`config.mk`:
```
export PLATFORM = sky130hd
export DESIGN_NAME = quad_decoder
export DESIGN_NICKNAME = d
export VERILOG_FILES = /design/src/rtl/quad_pkg.sv /design/src/rtl/quad_glitch_filter.sv /design/src/rtl/quad_decoder.sv
export SDC_FILE = /design/constraint.sdc
export NUM_CORES = 1
export LEC_CHECK = 0
export BUFFER_PORTS_ARGS = -buffer_cell sky130_fd_sc_hd__buf_2
export CAP_MARGIN = 40
export CORE_MARGIN = 1
export CORE_UTILIZATION = 59
export DETAILED_ROUTE_END_ITERATION = 10
export PLACE_DENSITY = 0.81
export SETUP_SLACK_MARGIN = 0.2
export SYNTH_ARGS = -nofsm -noshare
export SYNTH_HDL_FRONTEND = slang
export SYNTH_SLANG_ARGS = --single-unit
```
`constraint.sdc`:
```
create_clock -name clk -period 2.9 [get_ports clk]
set_input_delay 0.29 -clock clk [delete_from_list [all_inputs] [get_ports clk]]
set_output_delay 0.29 -clock clk [all_outputs]
set_load 0.02 [all_outputs]
```
`src/rtl/quad_pkg.sv`:
```
// rtl/quad_pkg.sv - shared encodings for the quadrature decoder slice
package quad_pkg;

  localparam logic [1:0] RES_X1 = 2'b00;
  localparam logic [1:0] RES_X2 = 2'b01;
  localparam logic [1:0] RES_X4 = 2'b10;

  typedef enum logic [1:0] {
    WARM0 = 2'd0,
    WARM1 = 2'd1,
    WARM2 = 2'd2,
    RUN   = 2'd3
  } quad_state_e;

  // Position of a filtered {A,B} pair along the forward Gray cycle 00-01-11-10.
  function automatic logic [1:0] gray_pos(input logic [1:0] ab);
    logic [1:0] pos;
    case (ab)
      2'b00:   pos = 2'd0;
      2'b01:   pos = 2'd1;
      2'b11:   pos = 2'd2;
      default: pos = 2'd3;
    endcase
    return pos;
  endfunction

endpackage

```
`src/rtl/quad_glitch_filter.sv`:
```
// rtl/quad_glitch_filter.sv - two-flop synchroniser plus stability filter for one encoder channel
module quad_glitch_filter #(
  parameter int FILT_N = 4
) (
  input  logic clk_i,
  input  logic rst_n_i,
  input  logic load_i,
  input  logic din_i,
  output logic sync_o,
  output logic filt_o
);

  localparam int FW = $clog2(FILT_N + 1);

  logic          sync1_q;
  logic          sync2_q;
  logic          filt_q;
  logic          filt_d;
  logic [FW-1:0] cnt_q;
  logic [FW-1:0] cnt_d;

  // load_i seeds the filter straight from the synchroniser during warm-up.
  always_comb begin
    filt_d = filt_q;
    cnt_d  = cnt_q;
    if (load_i) begin
      filt_d = sync2_q;
      cnt_d  = '0;
    end else if (sync2_q == filt_q) begin
      cnt_d = '0;
    end else if (cnt_q == FW'(FILT_N - 1)) begin
      filt_d = sync2_q;
      cnt_d  = '0;
    end else begin
      cnt_d = cnt_q + FW'(1);
    end
  end

  always_ff @(posedge clk_i or negedge rst_n_i) begin
    if (!rst_n_i) begin
      sync1_q <= 1'b0;
      sync2_q <= 1'b0;
      filt_q  <= 1'b0;
      cnt_q   <= '0;
    end else begin
      sync1_q <= din_i;
      sync2_q <= sync1_q;
      filt_q  <= filt_d;
      cnt_q   <= cnt_d;
    end
  end

  assign sync_o = sync2_q;
  assign filt_o = filt_q;

endmodule

```
`src/rtl/quad_decoder.sv`:
```
// rtl/quad_decoder.sv - quadrature decoder producing count strobes, direction and sticky error
module quad_decoder
  import quad_pkg::*;
#(
  parameter int FILT_N = 4
) (
  input  logic       clk,
  input  logic       rst_n,
  input  logic       en,
  input  logic       a_in,
  input  logic       b_in,
  input  logic [1:0] res,
  input  logic       err_clr,
  output logic       cnt_en,
  output logic       cnt_up,
  output logic       err,
  output logic [1:0] state_ab
);

  quad_state_e state_q;
  quad_state_e state_d;
  logic        load;
  logic        run;

  logic        sync_a;
  logic        sync_b;
  logic        filt_a;
  logic        filt_b;
  logic [1:0]  filt;

  logic [1:0]  prev_q;
  logic [1:0]  prev_d;
  logic [1:0]  step;
  logic        fwd;
  logic        rev;
  logic        illegal;
  logic        hit;
  logic        strobe;

  logic        cnt_en_q;
  logic        cnt_en_d;
  logic        cnt_up_q;
  logic        cnt_up_d;
  logic        err_q;
  logic        err_d;

  quad_glitch_filter #(.FILT_N(FILT_N)) u_filt_a (
    .clk_i   (clk),
    .rst_n_i (rst_n),
    .load_i  (load),
    .din_i   (a_in),
    .sync_o  (sync_a),
    .filt_o  (filt_a)
  );

  quad_glitch_filter #(.FILT_N(FILT_N)) u_filt_b (
    .clk_i   (clk),
    .rst_n_i (rst_n),
    .load_i  (load),
    .din_i   (b_in),
    .sync_o  (sync_b),
    .filt_o  (filt_b)
  );

  assign filt = {filt_a, filt_b};

  // Warm-up lets the synchronisers fill before the first decode.
  always_comb begin
    state_d = state_q;
    load    = 1'b0;
    run     = 1'b0;
    case (state_q)
      WARM0: state_d = WARM1;
      WARM1: state_d = WARM2;
      WARM2: begin
        state_d = RUN;
        load    = 1'b1;
      end
      RUN:     run = 1'b1;
      default: state_d = WARM0;
    endcase
  end

  always_comb begin
    step    = gray_pos(filt) - gray_pos(prev_q);
    fwd     = (step == 2'd1);
    rev     = (step == 2'd3);
    illegal = (step == 2'd2);
    case (res)
      RES_X1:  hit = (fwd && prev_q == 2'b10) || (rev && prev_q == 2'b00);
      RES_X2:  hit = (fwd && (prev_q == 2'b10 || prev_q == 2'b01)) ||
                     (rev && (prev_q == 2'b00 || prev_q == 2'b11));
      default: hit = fwd || rev;
    endcase
    strobe = run && en && hit;
  end

  // prev tracks filt even while disabled so re-enabling never replays an old edge.
  always_comb begin
    prev_d   = prev_q;
    if (load) begin
      prev_d = {sync_a, sync_b};
    end else if (run) begin
      prev_d = filt;
    end
    cnt_en_d = strobe;
    cnt_up_d = strobe ? fwd : cnt_up_q;
    err_d    = (err_q && !err_clr) || (run && en && illegal);
  end

  always_ff @(posedge clk or negedge rst_n) begin
    if (!rst_n) begin
      state_q  <= WARM0;
      prev_q   <= 2'b00;
      cnt_en_q <= 1'b0;
      cnt_up_q <= 1'b0;
      err_q    <= 1'b0;
    end else begin
      state_q  <= state_d;
      prev_q   <= prev_d;
      cnt_en_q <= cnt_en_d;
      cnt_up_q <= cnt_up_d;
      err_q    <= err_d;
    end
  end

  assign cnt_en   = cnt_en_q;
  assign cnt_up   = cnt_up_q;
  assign err      = err_q;
  assign state_ab = filt;

endmodule

```
==> metrics.txt, run 1 <==
# TYPE chip_impl_metric gauge
chip_impl_info{name="outcome",value="finished, final reports clean"} 1
chip_impl_metric{name="worstPathBufferInverterCount",unit=""} 0
chip_impl_metric{name="worst_r2r_path_depth",unit=""} 5
chip_impl_metric{name="grt_start_max_net_pins",unit=""} 20
chip_impl_metric{name="worst_pin_slew",unit="ps"} 405
chip_impl_metric{name="yosys_register_bits",unit=""} 19
chip_impl_info{name="grt_setup_unrepaired",value="false"} 1
chip_impl_metric{name="htree_num_levels",unit=""} 1
chip_impl_metric{name="wl_per_cell",unit="um"} 12.1
chip_impl_metric{name="postLayoutCoreUtil",unit="%"} 70.9
chip_impl_info{name="cts-root-buf",value="clkbuf_4"} 1
chip_impl_metric{name="share_of_cells_above_drive_strength_1",unit="%"} 22.2
chip_impl_metric{name="post_cts_repair_resize_count",unit=""} 0
chip_impl_metric{name="critical_path.max_stage_delay",unit="ps"} 470
chip_impl_metric{name="drt-pass1-iter-count",unit=""} 4
chip_impl_metric{name="dpl-instance-area",unit="um^2"} 1040
chip_impl_metric{name="ir_worst_vdd",unit="V"} 0.000556
chip_impl_metric{name="tritoncts_num_sinks",unit=""} 19
chip_impl_info{name="ranking_of_synthesized_cells_by_area",value="dfrtp_1, ha_1, xnor2_2"} 1
chip_impl_info{name="r2r_start",value="u_filt_a.filt_o$_DFFE_PN0P_"} 1
chip_impl_metric{name="drv_cap",unit=""} 0
chip_impl_metric{name="drcViolationCount",unit=""} 0
chip_impl_metric{name="cts-root-to-sink-buffers",unit=""} 2
chip_impl_metric{name="cts_inserted_buffers",unit=""} 3
chip_impl_info{name="timing_worst_setup_path_type",value="flop to flop"} 1
chip_impl_metric{name="finalCriticalPeriod",unit="ps"} 1760
chip_impl_metric{name="timing.max_slew.rel_slack",unit="%"} 73.0
chip_impl_metric{name="p_leak",unit="nW"} 0.578
chip_impl_info{name="timing.critical_path.slowest_stage_cell",value="dfrtp_1"} 1
chip_impl_info{name="path_common_cell",value="ha_1"} 1
chip_impl_metric{name="insertedDiodeCount",unit=""} 0
chip_impl_metric{name="design.die.area",unit="um^2"} 1830
chip_impl_metric{name="post_synth_design_cell_area",unit="um^2"} 982
chip_impl_metric{name="viasPerCell",unit=""} 5.28
chip_impl_metric{name="synth_nets",unit=""} 106
chip_impl_metric{name="port-buffer-count",unit=""} 12
chip_impl_info{name="critical_path.cell_chain",value="ha_1 > ha_1 > nand3b_1 > o21ba_2 > o21ai_0"} 1
chip_impl_metric{name="postRouteAntennaNets",unit=""} 0
chip_impl_metric{name="r2r_slack",unit="ps"} 1140
chip_impl_info{name="startpoint_type",value="flop"} 1
chip_impl_metric{name="gp_congestion",unit=""} 0.784
chip_impl_metric{name="yosys.area.top_type_share",unit="%"} 48.4
chip_impl_metric{name="placeableCoreArea",unit="um^2"} 1520
chip_impl_metric{name="rows",unit=""} 14
chip_impl_metric{name="post-dp-hpwl",unit="mm"} 1.08
chip_impl_metric{name="totalWireLength",unit="mm"} 1.39
chip_impl_info{name="r2r_end",value="cnt_up$_DFFE_PN0P_"} 1
chip_impl_metric{name="initial_antenna_violation_count",unit=""} 0
chip_impl_metric{name="area_delta_synth_final",unit="%"} 9.94
chip_impl_metric{name="total_routing_usage_reported_by_global_routing",unit="%"} 19.2
chip_impl_metric{name="hold_path_depth",unit=""} 1
chip_impl_metric{name="overflow",unit=""} 0
chip_impl_info{name="post-synth-top-area-cell",value="dfrtp_1"} 1
chip_impl_metric{name="final.setup.tns",unit="ps"} 0
chip_impl_metric{name="grt_first_pass_wirelength",unit="mm"} 2.57
chip_impl_metric{name="synth.yosys.seq_area_share",unit="%"} 48.4
chip_impl_metric{name="fmaxAchievable",unit="MHz"} 567
chip_impl_metric{name="die_h",unit="um"} 42.8
chip_impl_info{name="cpLargestDelayFamily",value="adder cells"} 1
chip_impl_metric{name="setup-violations-final",unit=""} 0
chip_impl_metric{name="avgSynthCellArea",unit="um^2"} 11.6
chip_impl_metric{name="final_net_count",unit=""} 121
chip_impl_metric{name="biggest_fanout_along_the_worst_timing_path",unit=""} 6
chip_impl_metric{name="crit_required",unit="ps"} 3120
chip_impl_info{name="final_common_cell",value="dfrtp_1"} 1
chip_impl_metric{name="floorplan.initialDensity",unit="%"} 64.4
chip_impl_info{name="leading_cell_types_in_the_layout_fill_and_taps_excluded",value="dfrtp_1, ha_1, buf_2, inv_1, o21ai_0"} 1
chip_impl_info{name="hold_start",value="a_in"} 1
chip_impl_metric{name="pin_count",unit=""} 13
chip_impl_metric{name="ys.warnings.count",unit=""} 0
chip_impl_info{name="worstHoldPathType",value="primary input to flop"} 1
chip_impl_metric{name="fin_crit_sh",unit="%"} 60.8
chip_impl_info{name="timing.critical_path.to_type",value="flop"} 1
chip_impl_metric{name="final_design_instance_area_without_fill",unit="um^2"} 1080
chip_impl_metric{name="worstPathArrival",unit="ps"} 1980
chip_impl_metric{name="power_per_cell_area",unit="nW/um^2"} 1020
chip_impl_metric{name="worst_skew_pair.late_latency",unit="ps"} 290
chip_impl_metric{name="drt-initial-drc-count",unit=""} 8
chip_impl_metric{name="synth_cells",unit=""} 85
chip_impl_info{name="cts_tree",value="built"} 1
chip_impl_info{name="hold_path_end",value="u_filt_a.sync1_q$_DFF_PN0_"} 1
chip_impl_metric{name="timing.final.hold_violations",unit=""} 0
chip_impl_metric{name="synth.distinct_cells",unit=""} 25
chip_impl_metric{name="fin_worst_skew",unit="ps"} 3.12
chip_impl_metric{name="worst_setup_hold_path_clk_slew",unit="ps"} 110
chip_impl_metric{name="fp.dieW",unit="um"} 42.8
chip_impl_metric{name="fill_cells",unit=""} 120
chip_impl_metric{name="routed-via-count",unit=""} 607
chip_impl_metric{name="slew_violations",unit=""} 0
chip_impl_metric{name="grt_pass1_vias",unit=""} 631
-- metrics by stage --
step / setup WS, ps / hold WS [ps] / std cells / total power, mW
5_1_grt: 1010 / 83.1 / 115 / 1.20
4_1_cts: 1120 / 84.5 / 115 / 1.12
6_report: 1140 / 93.4 / 115 / 1.10
3_3_place_gp: 1210 / 243 / 110 / 0.959
3_5_place_dp: 1150 / 253 / 110 / 0.982
2_1_floorplan: 1280 / -5.59 / 85 / 0.882
-- worst max-delay path by stage --
stage,cells after the start,startpoint,end
3_3_place_gp,6,u_filt_b.filt_o$_DFFE_PN0P_,cnt_up$_DFFE_PN0P_
5_1_grt,6,prev_q[0]$_DFFE_PN0P_,cnt_up$_DFFE_PN0P_
3_5_place_dp,6,prev_q[0]$_DFFE_PN0P_,cnt_up$_DFFE_PN0P_
6_report,5,u_filt_a.filt_o$_DFFE_PN0P_,cnt_up$_DFFE_PN0P_
2_1_floorplan,6,u_filt_b.filt_o$_DFFE_PN0P_,cnt_up$_DFFE_PN0P_
4_1_cts,6,u_filt_b.filt_o$_DFFE_PN0P_,cnt_up$_DFFE_PN0P_
-- routing by layer --
layer  part of all wire, %  GRT usage [%]  routed length [um]  vias up
met1                    46           24.1                 646      289
met2                    50           31.5                 696        8
li1                      -              -                   -      308
met5                     0              0                   0        -
met3                   2.8           3.83                  39        2
met4                  0.65           9.38                   9        0
-- flip-flops by register name (all words and copies together) (netlist names) --
signal	count
u_filt_a.sync1_q	1
cnt_en	1
u_filt_b.sync1_q	1
cnt_up	1
u_filt_a.cnt_q	3
u_filt_a.sync_o	1
state_q	2
u_filt_b.sync_o	1
prev_q	2
u_filt_a.filt_o	1
u_filt_b.cnt_q	3
u_filt_b.filt_o	1
err	1
-- synth_stat cells, drive strengths merged --
master / count
a211oi: 1
o21ba: 1
nand2b: 2
nor2b: 4
nor2: 7
xor2: 2
xnor2: 2
clkbuf: 1
nor3b: 2
inv: 7
a21oi: 1
o31ai: 1
dfrtp: 19
nand2: 4
mux2: 2
ha: 13
a41o: 1
nand3b: 1
mux2i: 3
or2: 1
nor3: 2
o21ai: 6
buf: 2
-- area by class of cell --
| class | count | area (um^2) | share of cell area (%) |
|---|---|---|---|
| Clock buffer | 4 | 26.3 | 2.43 |
| Tap cell | 16 | 20.0 | 1.85 |
| Inverter | 7 | 26.3 | 2.43 |
| Timing Repair Buffer | 13 | 70.1 | 6.49 |
| Multi-Input combinational cell | 56 | 462 | 42.8 |
| Sequential cell | 19 | 475 | 44.0 |
-- worst reg2reg max path, stage by stage (launching register included) --
cell	delay, ps
dfrtp_1	470
ha_1	340
ha_1	310
nand3b_1	210
o21ba_2	230
o21ai_0	130
-- timing repair --
item                       4_1_cts  5_1_grt
setup endpoints to repair        0        0
hold endpoints to repair        19        0
hold buffers                     1        0
setup buffers                    0        0
-- cells by family (layout without fill, tap and decap cells) --
logic type,after synthesis,in the layout,share of synthesized area [%]
flops,19,19,48.4
mux,5,5,5.73
xor+xnor,4,4,5.10
simple gates,23,23,12.5
fa+ha+maj,13,13,16.6
compound gates,11,11,7.13
buf+inv,10,24,4.59
-- power by group --
part	switching (mW)	leakage [nW]	internal [mW]
logic	0.285	0.336	0.292
clock network	0.0787	0.0150	0.0535
registers	0.0561	0.227	0.337
(Power assumes the default switching activity.)
==> inputs of run 2 (changes only) <==
--- a/config.mk
+++ b/config.mk
@@ -8,9 +8,9 @@
 export BUFFER_PORTS_ARGS = -buffer_cell sky130_fd_sc_hd__buf_2
 export CAP_MARGIN = 40
 export CORE_MARGIN = 1
-export CORE_UTILIZATION = 59
+export CORE_UTILIZATION = 55
 export DETAILED_ROUTE_END_ITERATION = 10
-export PLACE_DENSITY = 0.81
+export PLACE_DENSITY = 0.77
 export SETUP_SLACK_MARGIN = 0.2
 export SYNTH_ARGS = -nofsm -noshare
 export SYNTH_HDL_FRONTEND = slang
==> constraint.sdc (replaced) <==
create_clock -name clk -period 1.7 [get_ports clk]
set_input_delay 0.17 -clock clk [delete_from_list [all_inputs] [get_ports clk]]
set_output_delay 0.17 -clock clk [all_outputs]
set_load 0.02 [all_outputs]
==> run 2 against run 1 <==
Design area is 16% higher. Utilization rose by 7.4 points. Largest cell class is now multi-input combinational cells. Setup slack worse by 1000 ps. Register-to-register slack got worse by 1000 ps. Total power grew 110%.
==> metrics.txt, run 2 (same netlist as run 1, synthesis figures left out) <==
# TYPE chip_impl_metric gauge
chip_impl_info{name="cts_tree",value="built"} 1
chip_impl_metric{name="overflow",unit=""} 0
chip_impl_metric{name="crit_required",unit="ps"} 1920
chip_impl_metric{name="htree_num_levels",unit=""} 1
chip_impl_metric{name="power_per_cell_area",unit="nW/um^2"} 1890
chip_impl_metric{name="rows",unit=""} 14
chip_impl_metric{name="pin_count",unit=""} 13
chip_impl_info{name="startpoint_type",value="flop"} 1
chip_impl_metric{name="fin_worst_skew",unit="ps"} 1.95
chip_impl_metric{name="cts_inserted_buffers",unit=""} 3
chip_impl_metric{name="preCtsSetupSlack",unit="ps"} -11.0
chip_impl_info{name="outcome",value="finished, final reports clean"} 1
chip_impl_metric{name="timing.final.hold_violations",unit=""} 0
chip_impl_metric{name="port-buffer-count",unit=""} 12
chip_impl_info{name="grt_setup_unrepaired",value="true"} 1
chip_impl_metric{name="totalWireLength",unit="mm"} 1.46
chip_impl_metric{name="routed-via-count",unit=""} 619
chip_impl_metric{name="placeableCoreArea",unit="um^2"} 1590
chip_impl_metric{name="final_critical_path_setup_slack",unit="ps"} 117
chip_impl_info{name="timing.critical_path.to_type",value="flop"} 1
chip_impl_metric{name="gp_congestion",unit=""} 0.725
chip_impl_metric{name="fill_cells",unit=""} 109
chip_impl_metric{name="wl_per_cell",unit="um"} 11.1
chip_impl_metric{name="final_net_count",unit=""} 130
chip_impl_metric{name="postRouteAntennaNets",unit=""} 0
chip_impl_metric{name="register_area",unit="um^2"} 475
chip_impl_info{name="topRoutingLayerUsed",value="met4"} 1
chip_impl_metric{name="drt-pass1-iter-count",unit=""} 2
chip_impl_metric{name="insertedDiodeCount",unit=""} 0
chip_impl_metric{name="multiInputGateArea",unit="um^2"} 542
chip_impl_metric{name="viasPerCell",unit=""} 4.69
chip_impl_metric{name="biggest_fanout_along_the_worst_timing_path",unit=""} 4
chip_impl_metric{name="fin_crit_sh",unit="%"} 93.1
chip_impl_metric{name="detail_route.wirelength.met1",unit="um"} 703
chip_impl_metric{name="grt_pass1_vias",unit=""} 631
chip_impl_metric{name="stdcell_count",unit=""} 132
chip_impl_metric{name="cts-root-to-sink-buffers",unit=""} 2
chip_impl_metric{name="die_h",unit="um"} 44.3
chip_impl_info{name="worstHoldPathType",value="primary input to flop"} 1
chip_impl_metric{name="drt-initial-drc-count",unit=""} 5
chip_impl_metric{name="setup-violations-final",unit=""} 0
chip_impl_metric{name="drv_cap",unit=""} 0
chip_impl_metric{name="finalCriticalPeriod",unit="ps"} 1580
chip_impl_metric{name="grt_start_max_net_pins",unit=""} 20
chip_impl_metric{name="post-layout-total-power",unit="mW"} 2.36
chip_impl_info{name="final_common_cell",value="dfrtp_1"} 1
chip_impl_info{name="cts-root-buf",value="clkbuf_4"} 1
chip_impl_metric{name="placed_instance_count",unit=""} 120
chip_impl_metric{name="post-dp-hpwl",unit="mm"} 1.08
chip_impl_metric{name="final.setup.tns",unit="ps"} 0
chip_impl_metric{name="met2RoutedLength",unit="um"} 711
chip_impl_metric{name="floorplan.initialDensity",unit="%"} 61.6
chip_impl_metric{name="fp.dieW",unit="um"} 44.3
chip_impl_metric{name="fmaxAchievable",unit="MHz"} 632
chip_impl_metric{name="design.die.area",unit="um^2"} 1960
chip_impl_metric{name="drcViolationCount",unit=""} 0
chip_impl_metric{name="initial_antenna_violation_count",unit=""} 0
chip_impl_info{name="leading_cell_types_in_the_layout_fill_and_taps_excluded",value="dfrtp_1, buf_2, ha_1, buf_4"} 1
chip_impl_info{name="timing_worst_setup_path_type",value="flop to flop"} 1
chip_impl_metric{name="worst_pin_slew",unit="ps"} 403
chip_impl_metric{name="worst_skew_pair.late_latency",unit="ps"} 290
chip_impl_metric{name="p_leak",unit="nW"} 0.624
chip_impl_metric{name="area_delta_synth_final",unit="%"} 27.0
chip_impl_metric{name="met3_wirelength",unit="um"} 40
chip_impl_metric{name="share_of_cells_above_drive_strength_1",unit="%"} 37.0
chip_impl_metric{name="slew_violations",unit=""} 0
chip_impl_info{name="registers_with_the_most_flip_flops",value="u_filt_a.cnt_q x3, u_filt_b.cnt_q x3"} 1
chip_impl_metric{name="grt_first_pass_wirelength",unit="mm"} 2.65
chip_impl_metric{name="timing.max_slew.rel_slack",unit="%"} 73.2
chip_impl_metric{name="total_routing_usage_reported_by_global_routing",unit="%"} 19.3
chip_impl_metric{name="worst_setup_hold_path_clk_slew",unit="ps"} 100
chip_impl_metric{name="ir_worst_vdd",unit="V"} 0.00154
chip_impl_metric{name="tritoncts_num_sinks",unit=""} 19
chip_impl_metric{name="worstPathArrival",unit="ps"} 1800
==> run 2: area by class of cell <==
type                            count  area share, %
Inverter                            7           2.11
Multi-Input combinational cell     56           43.4
Tap cell                           24           2.41
Timing Repair Buffer               22           11.7
Clock buffer                        3           1.81
Sequential cell                    19           38.1
Clock inverter                      1          0.401
==> run 2: critical path, cell delays in order, from the launching register on <==
cell and delay [ps]:
dfrtp_1 430, inv_2 70, ha_4 280, ha_4 200, nand3b_1 200, o21ba_2 230
o21ai_1 110
==> run 2: routing by layer <==
layer | GRT usage [%] | vias up
li1 | - | 324
met1 | 24.8 | 283
met2 | 32.4 | 10
met3 | 3.67 | 2
met4 | 7.27 | 0
met5 | 0 | -
==> run 2: worst paths after layout <==
check	start	end	slack, ps	cells after the start
max reg2reg	prev_q[1]$_DFFE_PN0P_	cnt_up$_DFFE_PN0P_	120	6
min reg2reg	u_filt_b.sync1_q$_DFF_PN0_	u_filt_b.sync_o$_DFF_PN0_	360	0
min	en	err$_DFF_PN0_	160	2
min in group asynchronous	rst_n	state_q[0]$_DFFE_PN0P_	320	2
max in group asynchronous	rst_n	u_filt_b.filt_o$_DFFE_PN0P_	1100	2
max	prev_q[1]$_DFFE_PN0P_	cnt_up$_DFFE_PN0P_	120	6
==> run 2: per-stage QoR <==
| step | utilization, % | cell area, um^2 | hold slack, ps |
|---|---|---|---|
| floorplan | - | 982 | -126 |
| global placement | 67.0 | 1070 | 125 |
| detailed placement | 67.0 | 1070 | 124 |
| CTS | 78.3 | 1250 | 148 |
| global route | 78.3 | 1250 | 166 |
| finish | 78.3 | 1250 | 156 |
==> run 2: report_power, final <==
part	internal (mW)	switching, mW	leakage [nW]
registers	0.576	0.0848	0.227
logic	0.820	0.659	0.379
clock network	0.0874	0.130	0.0177
==> run 2: what timing repair did <==
action | CTS | global route
pin swaps | 9 | 2
setup buffers | 5 | 0
hold buffers | 3 | 0
hold endpoints to repair | 21 | 0
gates resized for setup | 15 | 1
setup endpoints to repair | 3 | 3
